===== src/rtl/loader_pkg.sv =====
`default_nettype none
// ============================================================================
//  Module      : loader_pkg
//  Description : Shared types and defaults for the boot program loader.
//  Revision    : 1.0 - initial release
// ============================================================================
package loader_pkg;

    localparam int         c_WORD_W = 32;
    localparam int         c_DEPTH  = 64;
    localparam int         c_ADDR_W = $clog2(c_DEPTH);
    localparam logic [7:0] c_HDR    = 8'hA5;

    typedef enum logic [2:0] {
        ST_IDLE  = 3'd0,
        ST_COUNT = 3'd1,
        ST_DATA  = 3'd2,
        ST_CHECK = 3'd3,
        ST_CLEAR = 3'd4,
        ST_DONE  = 3'd5,
        ST_RUN   = 3'd6
    } state_t;

endpackage
`default_nettype wire


===== src/rtl/loader_word_asm.sv =====
`default_nettype none
// ============================================================================
//  Module      : loader_word_asm
//  Description : Packs an MSB-first byte stream into 32-bit words. o_word is
//                the completed word, valid together with o_word_valid in the
//                cycle the fourth byte is accepted.
//  Revision    : 1.0 - initial release
// ============================================================================
module loader_word_asm (
    input  logic        clk,
    input  logic        rst,
    input  logic        i_clr,
    input  logic        i_byte_valid,
    input  logic [7:0]  i_byte_data,
    output logic [31:0] o_word,
    output logic        o_word_valid
);

    logic [23:0] r_shift;
    logic [1:0]  r_cnt;

    // Shift accepted bytes in and count position within the current word
    always_ff @(posedge clk) begin
        if (rst || i_clr) begin
            r_shift <= '0;
            r_cnt   <= '0;
        end else if (i_byte_valid) begin
            r_shift <= {r_shift[15:0], i_byte_data};
            r_cnt   <= r_cnt + 2'd1;
        end
    end

    assign o_word       = {r_shift, i_byte_data};
    assign o_word_valid = i_byte_valid && (r_cnt == 2'd3);

endmodule
`default_nettype wire


===== src/rtl/program_loader.sv =====
`default_nettype none
// ============================================================================
//  Module      : program_loader
//  Description : Receives a framed byte stream (header, count, words,
//                XOR checksum), writes it into instruction memory, zero-fills
//                the unused tail and releases the core from reset on success.
//  Revision    : 1.0 - initial release
// ============================================================================
module program_loader
    import loader_pkg::*;
#(
    parameter int         WORD_W = c_WORD_W,
    parameter int         DEPTH  = c_DEPTH,
    parameter int         ADDR_W = $clog2(DEPTH),
    parameter logic [7:0] HDR    = c_HDR
) (
    input  logic              clk,
    input  logic              rst,
    input  logic              in_valid,
    input  logic [7:0]        in_data,
    output logic              in_ready,
    output logic              mem_we,
    output logic [ADDR_W-1:0] mem_addr,
    output logic [WORD_W-1:0] mem_wdata,
    output logic              core_rst,
    output logic              busy,
    output logic              load_done,
    output logic              load_err
);

    // Counters are one bit wider than the address so they can hold DEPTH.
    localparam logic [ADDR_W:0] c_DEPTH_N = DEPTH[ADDR_W:0];
    localparam logic [ADDR_W:0] c_ONE     = {{ADDR_W{1'b0}}, 1'b1};

    state_t              r_state;
    state_t              w_next;
    logic                w_in_ready;
    logic                w_accept;
    logic                w_is_hdr;
    logic                w_cnt_ok;
    logic                w_csum_ok;
    logic                w_last_word;
    logic                w_asm_clr;
    logic                w_asm_in;
    logic [31:0]         w_word;
    logic                w_word_valid;

    logic [ADDR_W:0]     r_count;
    logic [ADDR_W:0]     r_widx;
    logic [7:0]          r_csum;
    logic                r_mem_we;
    logic [ADDR_W-1:0]   r_mem_addr;
    logic [WORD_W-1:0]   r_mem_wdata;
    logic                r_load_err;

    assign w_accept    = in_valid && w_in_ready;
    assign w_is_hdr    = (in_data == HDR);
    assign w_cnt_ok    = (in_data != 8'd0) && ({24'd0, in_data} <= DEPTH[31:0]);
    assign w_csum_ok   = (in_data == r_csum);
    assign w_last_word = w_word_valid && ((r_widx + c_ONE) == r_count);
    assign w_asm_clr   = w_accept && w_is_hdr && ((r_state == ST_IDLE) || (r_state == ST_RUN));
    assign w_asm_in    = w_accept && (r_state == ST_DATA);

    loader_word_asm u_word_asm (
        .clk          (clk),
        .rst          (rst),
        .i_clr        (w_asm_clr),
        .i_byte_valid (w_asm_in),
        .i_byte_data  (in_data),
        .o_word       (w_word),
        .o_word_valid (w_word_valid)
    );

    // State register
    always_ff @(posedge clk) begin
        if (rst) r_state <= ST_IDLE;
        else     r_state <= w_next;
    end

    // Next-state decode and byte-acceptance control
    always_comb begin
        w_next     = r_state;
        w_in_ready = 1'b0;
        case (r_state)
            ST_IDLE: begin
                w_in_ready = 1'b1;
                if (w_accept && w_is_hdr) w_next = ST_COUNT;
            end
            ST_COUNT: begin
                w_in_ready = 1'b1;
                if (w_accept) w_next = w_cnt_ok ? ST_DATA : ST_IDLE;
            end
            ST_DATA: begin
                w_in_ready = 1'b1;
                if (w_last_word) w_next = ST_CHECK;
            end
            ST_CHECK: begin
                w_in_ready = 1'b1;
                if (w_accept) begin
                    if (!w_csum_ok)              w_next = ST_IDLE;
                    else if (r_count == c_DEPTH_N) w_next = ST_DONE;
                    else                         w_next = ST_CLEAR;
                end
            end
            ST_CLEAR: begin
                if (r_widx == c_DEPTH_N) w_next = ST_DONE;
            end
            ST_DONE: begin
                w_next = ST_RUN;
            end
            ST_RUN: begin
                w_in_ready = 1'b1;
                if (w_accept && w_is_hdr) w_next = ST_COUNT;
            end
            default: w_next = ST_IDLE;
        endcase
    end

    // Frame bookkeeping, memory write port and error pulse
    always_ff @(posedge clk) begin
        if (rst) begin
            r_count     <= '0;
            r_widx      <= '0;
            r_csum      <= '0;
            r_mem_we    <= 1'b0;
            r_mem_addr  <= '0;
            r_mem_wdata <= '0;
            r_load_err  <= 1'b0;
        end else begin
            r_mem_we   <= 1'b0;
            r_load_err <= 1'b0;
            case (r_state)
                ST_IDLE, ST_RUN: begin
                    if (w_asm_clr) begin
                        r_csum <= '0;
                        r_widx <= '0;
                    end
                end
                ST_COUNT: begin
                    if (w_accept) begin
                        if (w_cnt_ok) r_count    <= in_data[ADDR_W:0];
                        else          r_load_err <= 1'b1;
                    end
                end
                ST_DATA: begin
                    if (w_accept) r_csum <= r_csum ^ in_data;
                    if (w_word_valid) begin
                        r_mem_we    <= 1'b1;
                        r_mem_addr  <= r_widx[ADDR_W-1:0];
                        r_mem_wdata <= WORD_W'(w_word);
                        r_widx      <= r_widx + c_ONE;
                    end
                end
                ST_CHECK: begin
                    if (w_accept) begin
                        if (!w_csum_ok) begin
                            r_load_err <= 1'b1;
                        end else if (r_count != c_DEPTH_N) begin
                            // First zero-fill write issued here so it lands the next cycle
                            r_mem_we    <= 1'b1;
                            r_mem_addr  <= r_count[ADDR_W-1:0];
                            r_mem_wdata <= '0;
                            r_widx      <= r_count + c_ONE;
                        end
                    end
                end
                ST_CLEAR: begin
                    if (r_widx != c_DEPTH_N) begin
                        r_mem_we    <= 1'b1;
                        r_mem_addr  <= r_widx[ADDR_W-1:0];
                        r_mem_wdata <= '0;
                        r_widx      <= r_widx + c_ONE;
                    end
                end
                default: ;
            endcase
        end
    end

    assign in_ready  = w_in_ready;
    assign mem_we    = r_mem_we;
    assign mem_addr  = r_mem_addr;
    assign mem_wdata = r_mem_wdata;
    assign load_err  = r_load_err;
    assign load_done = (r_state == ST_DONE);
    assign core_rst  = (r_state != ST_RUN);
    assign busy      = (r_state != ST_IDLE) && (r_state != ST_RUN);

endmodule
`default_nettype wire


===== config.mk =====
export PLATFORM = sky130hd
export DESIGN_NAME = program_loader
export DESIGN_NICKNAME = d
export VERILOG_FILES = /design/src/rtl/loader_pkg.sv /design/src/rtl/loader_word_asm.sv /design/src/rtl/program_loader.sv
export SDC_FILE = /design/constraint.sdc
export NUM_CORES = 1
export LEC_CHECK = 0
export CORE_MARGIN = 2
export CORE_UTILIZATION = 44
export DETAILED_ROUTE_END_ITERATION = 8
export DONT_BUFFER_PORTS = 1
export GPL_TIMING_DRIVEN = 0
export HOLD_SLACK_MARGIN = 0.12
export PLACE_DENSITY = 0.58
export SYNTH_ARGS = -nofsm -noshare
export SYNTH_HDL_FRONTEND = slang
export SYNTH_SLANG_ARGS = --single-unit
export TNS_END_PERCENT = 50

===== constraint.sdc =====
create_clock -name clk -period 4.86 [get_ports clk]
set_input_delay 0.729 -clock clk [delete_from_list [all_inputs] [get_ports clk]]
set_output_delay 0.729 -clock clk [all_outputs]
set_load 0.02 [all_outputs]

==> key figures <==
Hold path
  – Worst hold stages: 2
  – Hold path startpoint: u_word_asm.r_shift[17]
  – Hold Crit Endpoint: u_word_asm.r_shift[17]
  – HP Class: flop to flop

Final layout
  – Final nets: 593
  – Share of cells above drive strength 1: 8.59%
  – Design Area, Final: 4900 µm²
  – Ant. Diodes: 0
  – Area Growth Syn to Fin: 8.05%

Timing
  – Layout Skew: 0.0120 ns
  – Post-route setup slack: 2.35 ns
  – Slew Limit Fails: 0
  – Final TNS setup: 0 ns
  – Worst-Margin Slew: 0.671 ns
  – RSZ-0062 raised after global routing: no
  – Tmin final: about 2.5 ns
  – Tcrit/Tclk final: 51.6%
  – Setup-failing EPs final: 0
  – Relative slew slack: between 50% and 60%
  – Final hold viol count: 0
  – FMAX: about 400 MHz

Synth
  – Yosys cell types: 57
  – Cell Area, Synth: 4540 µm²
  – Post-synth EDFFs: 0
  – #FFs+latches synth: between 90 and 100
  – Most common cell in the synthesized netlist: nand2_1
  – Main flop type after synthesis: dfxtp_1
  – Top-area cell type share of the netlist area: 40.1%
  – Seq/Total Area, Yosys: 40.1%
  – Syn nets: 582
  – Mean post-synth cell area: 8.02 µm²
  – Fraction of registers with async set/reset: 0%
  – Leading area contributor after synthesis: dfxtp_1
  – Largest cells by area after synthesis: dfxtp_1 (40%), nand2_1 (7.6%), o21ai_0 (6.9%), a21oi_1 (5.4%), nor2b_1 (4.5%)
  – Synth warnings: 0
  – Gate Count Post-Synth: 566
  – Post-synth top cells: nand2_1 (92), dfxtp_1 (91), o21ai_0 (63), a21oi_1 (49), nor2b_1 (33)

Pwr
  – Internal power: 964 µW
  – Maximum VDD drop: 0.000150 V
  – Clk pwr share: 39.5%
  – Pwr dens: 265 nW/µm²
  – P_sw: 333 µW
  – Reg power frac: 57.4%
  – Leakage: 0.00154 µW
  – Switching Share: 25.7%
  – Combinational power share: a little over 3%

Setup path
  – Worst-path fanout max: 10
  – WP data arrival: 2.74 ns
  – Crit-path cells: clkbuf_1, xnor2_1, nand4_1, o31a_1, clkbuf_1, o21ai_0, o21ai_0
  – CP peak stage delay: approximately 0.56 ns
  – Worst EP required: 5.10 ns
  – Slowest CP cell: o31a_1
  – Reg2Reg Setup Slack: 2.47 ns
  – Worst Path Class, Setup: input port to flop
  – Crit-path leading delay family: compound AO/OA/AOI/OAI gates
  – WP buf/inv: 2
  – Reg2Reg Launch Point: r_state[1]
  – Reg-to-Reg End: mem_wdata[25]
  – R2R cell count: 6
  – Crit. End Element: flop
  – CP Launch Type: input port

Clock network
  – Sink Count: just over 90
  – CTS tree: yes
  – CTS Buf Count: 9
  – Worst-Skew Late Latency: 0.36 ns
  – Clock Path Buffers: 2
  – H-tree depth reported by CTS: 3
  – Register clock-pin slew on the reported worst setup and hold paths: 0.09 ns
  – Root buffer cell: clkbuf_8
  – Post-CTS setup buffers: 0
  – Post-CTS resize count: 0
  – Hold-fix buffers, CTS: 0

Die
  – Starting Density: 44.6%
  – Core region area: 10200 µm²
  – Die X-Extent: 106 µm
  – Height of the die: 106 µm
  – IO Pins: 55
  – Site row count: 37
  – Die area: approximately 11000 µm²

GRT
  – Vias in the first global route: roughly 3900
  – Met3 Use GR: 4.14%
  – Initial antenna violation count: 0
  – Met1 Use GR: between 30% and 40%
  – GRT Util Overall: 22.6%
  – Largest net degree at the start of global routing: 18
  – First-pass GRT wire length: 20.0 mm
  – Remaining Overflow, GRT: 0
  – Top Usage Layer GRT: met2
  – Grt met2 use: between 30% and 40%

Placement
  – Buffers added on ports: 0
  – DPL Wire Length: slightly below 9 mm
  – GP Congestion: roughly 0.84
  – Cell Area, Placed: 4710 µm²
  – Dpl ws: 1.99 ns

Drt
  – Total wire length: 12.2 mm
  – Vias: 4030
  – DR WL/cell: roughly 17 µm
  – Vias per cell: roughly 5.6
  – Drt first pass iters: 5
  – Iter 0 DRT Violations: 222
  – # DRC: 0
  – Post-route ant nets: 0

Status
  – Status: completed

Job
  – Max-cap violations: 0
-- stage by stage --
step	total power [µW]	cells	util [%]	hold slack, ns
detailed placement	802	702	46.2	0.450
floorplan	790	566	-	0.429
global route	1340	718	48.1	0.495
CTS	1310	718	48.1	0.463
finish	1300	718	48.1	0.466
global placement	801	702	46.2	0.447
-- worst min-delay path, stage by stage (launching register included) --
cell and delay, ns:
dfxtp_1 0.32, nand2_1 0.05, a21oi_1 0.05
-- cells by family after synthesis --
kind of cell	synth area share, %
AND/OR/NAND/NOR	23.4
buffers and inverters	6.31
flip-flops	40.1
XOR/XNOR	5.02
AO/OA/AOI/OAI	22.3
multiplexers	1.54
adder cells (fa/ha/maj)	1.38
-- worst max-delay path by stage --
stage / cells past startpoint / to / startpoint
after floorplan: 7 / r_count[6] / in_data[0]
after CTS: 3 / load_done / r_state[2]
after global routing: 7 / mem_wdata[16] / in_data[6]
after detailed placement: 7 / mem_wdata[25] / in_data[6]
after global placement: 7 / mem_wdata[24] / in_data[6]
final: 7 / mem_wdata[25] / in_data[7]
-- area by class of cell --
cell class | count | area [µm²]
tap | 136 | 170
fill | 1080 | 5280
clock buffer | 10 | 138
buffer | 45 | 241
clock inverter | 6 | 57.6
sequential | 91 | 1820
inverter | 12 | 45.0
multi-input combinational | 418 | 2430
-- per-layer routing --
metal  vias up  part of all wire, %
li1       1976                    -
met1      1933                   48
met3        15                  5.7
met2       106                   45
met5         -                    0
met4         0                  1.2
-- power by group through the flow --
| stage | logic [µW] | clock network (µW) | registers (µW) |
|---|---|---|---|
| 3_3_place_gp | 38.6 | 0 | 763 |
| 6_report | 39.7 | 512 | 745 |
| 2_1_floorplan | 27.9 | 0 | 763 |
| 3_5_place_dp | 39.3 | 0 | 763 |
| 5_1_grt | 43.6 | 554 | 746 |
| 4_1_cts | 39.5 | 522 | 745 |
-- cell usage in the layout (no fill, tap or decap), types with 4 or more instances in the layout --
cell type and count:
nand2_1 92, nand4_1 7, clkbuf_8 10, or2_2 7
nor3_1 10, mux2i_1 7, ha_1 5, buf_2 7
inv_1 11, a21oi_1 49, nand3_1 11, o32ai_1 5
xnor2_1 19, clkbuf_1 28, a211oi_1 8, nor2b_1 33
dfxtp_1 91, nor2_1 26, o21ai_1 15, o21ai_0 63
buf_6 8, or3_1 4, xor2_1 7
-- registers in the layout, indices dropped and copies added, names as in the netlist --
name,flops
u_word_asm.r_cnt,2
r_widx,7
mem_we,1
mem_wdata,32
r_count,7
mem_addr,6
r_state,3
r_csum,8
load_err,1
u_word_asm.r_shift,24
Power figures use the tool's default switching activity.
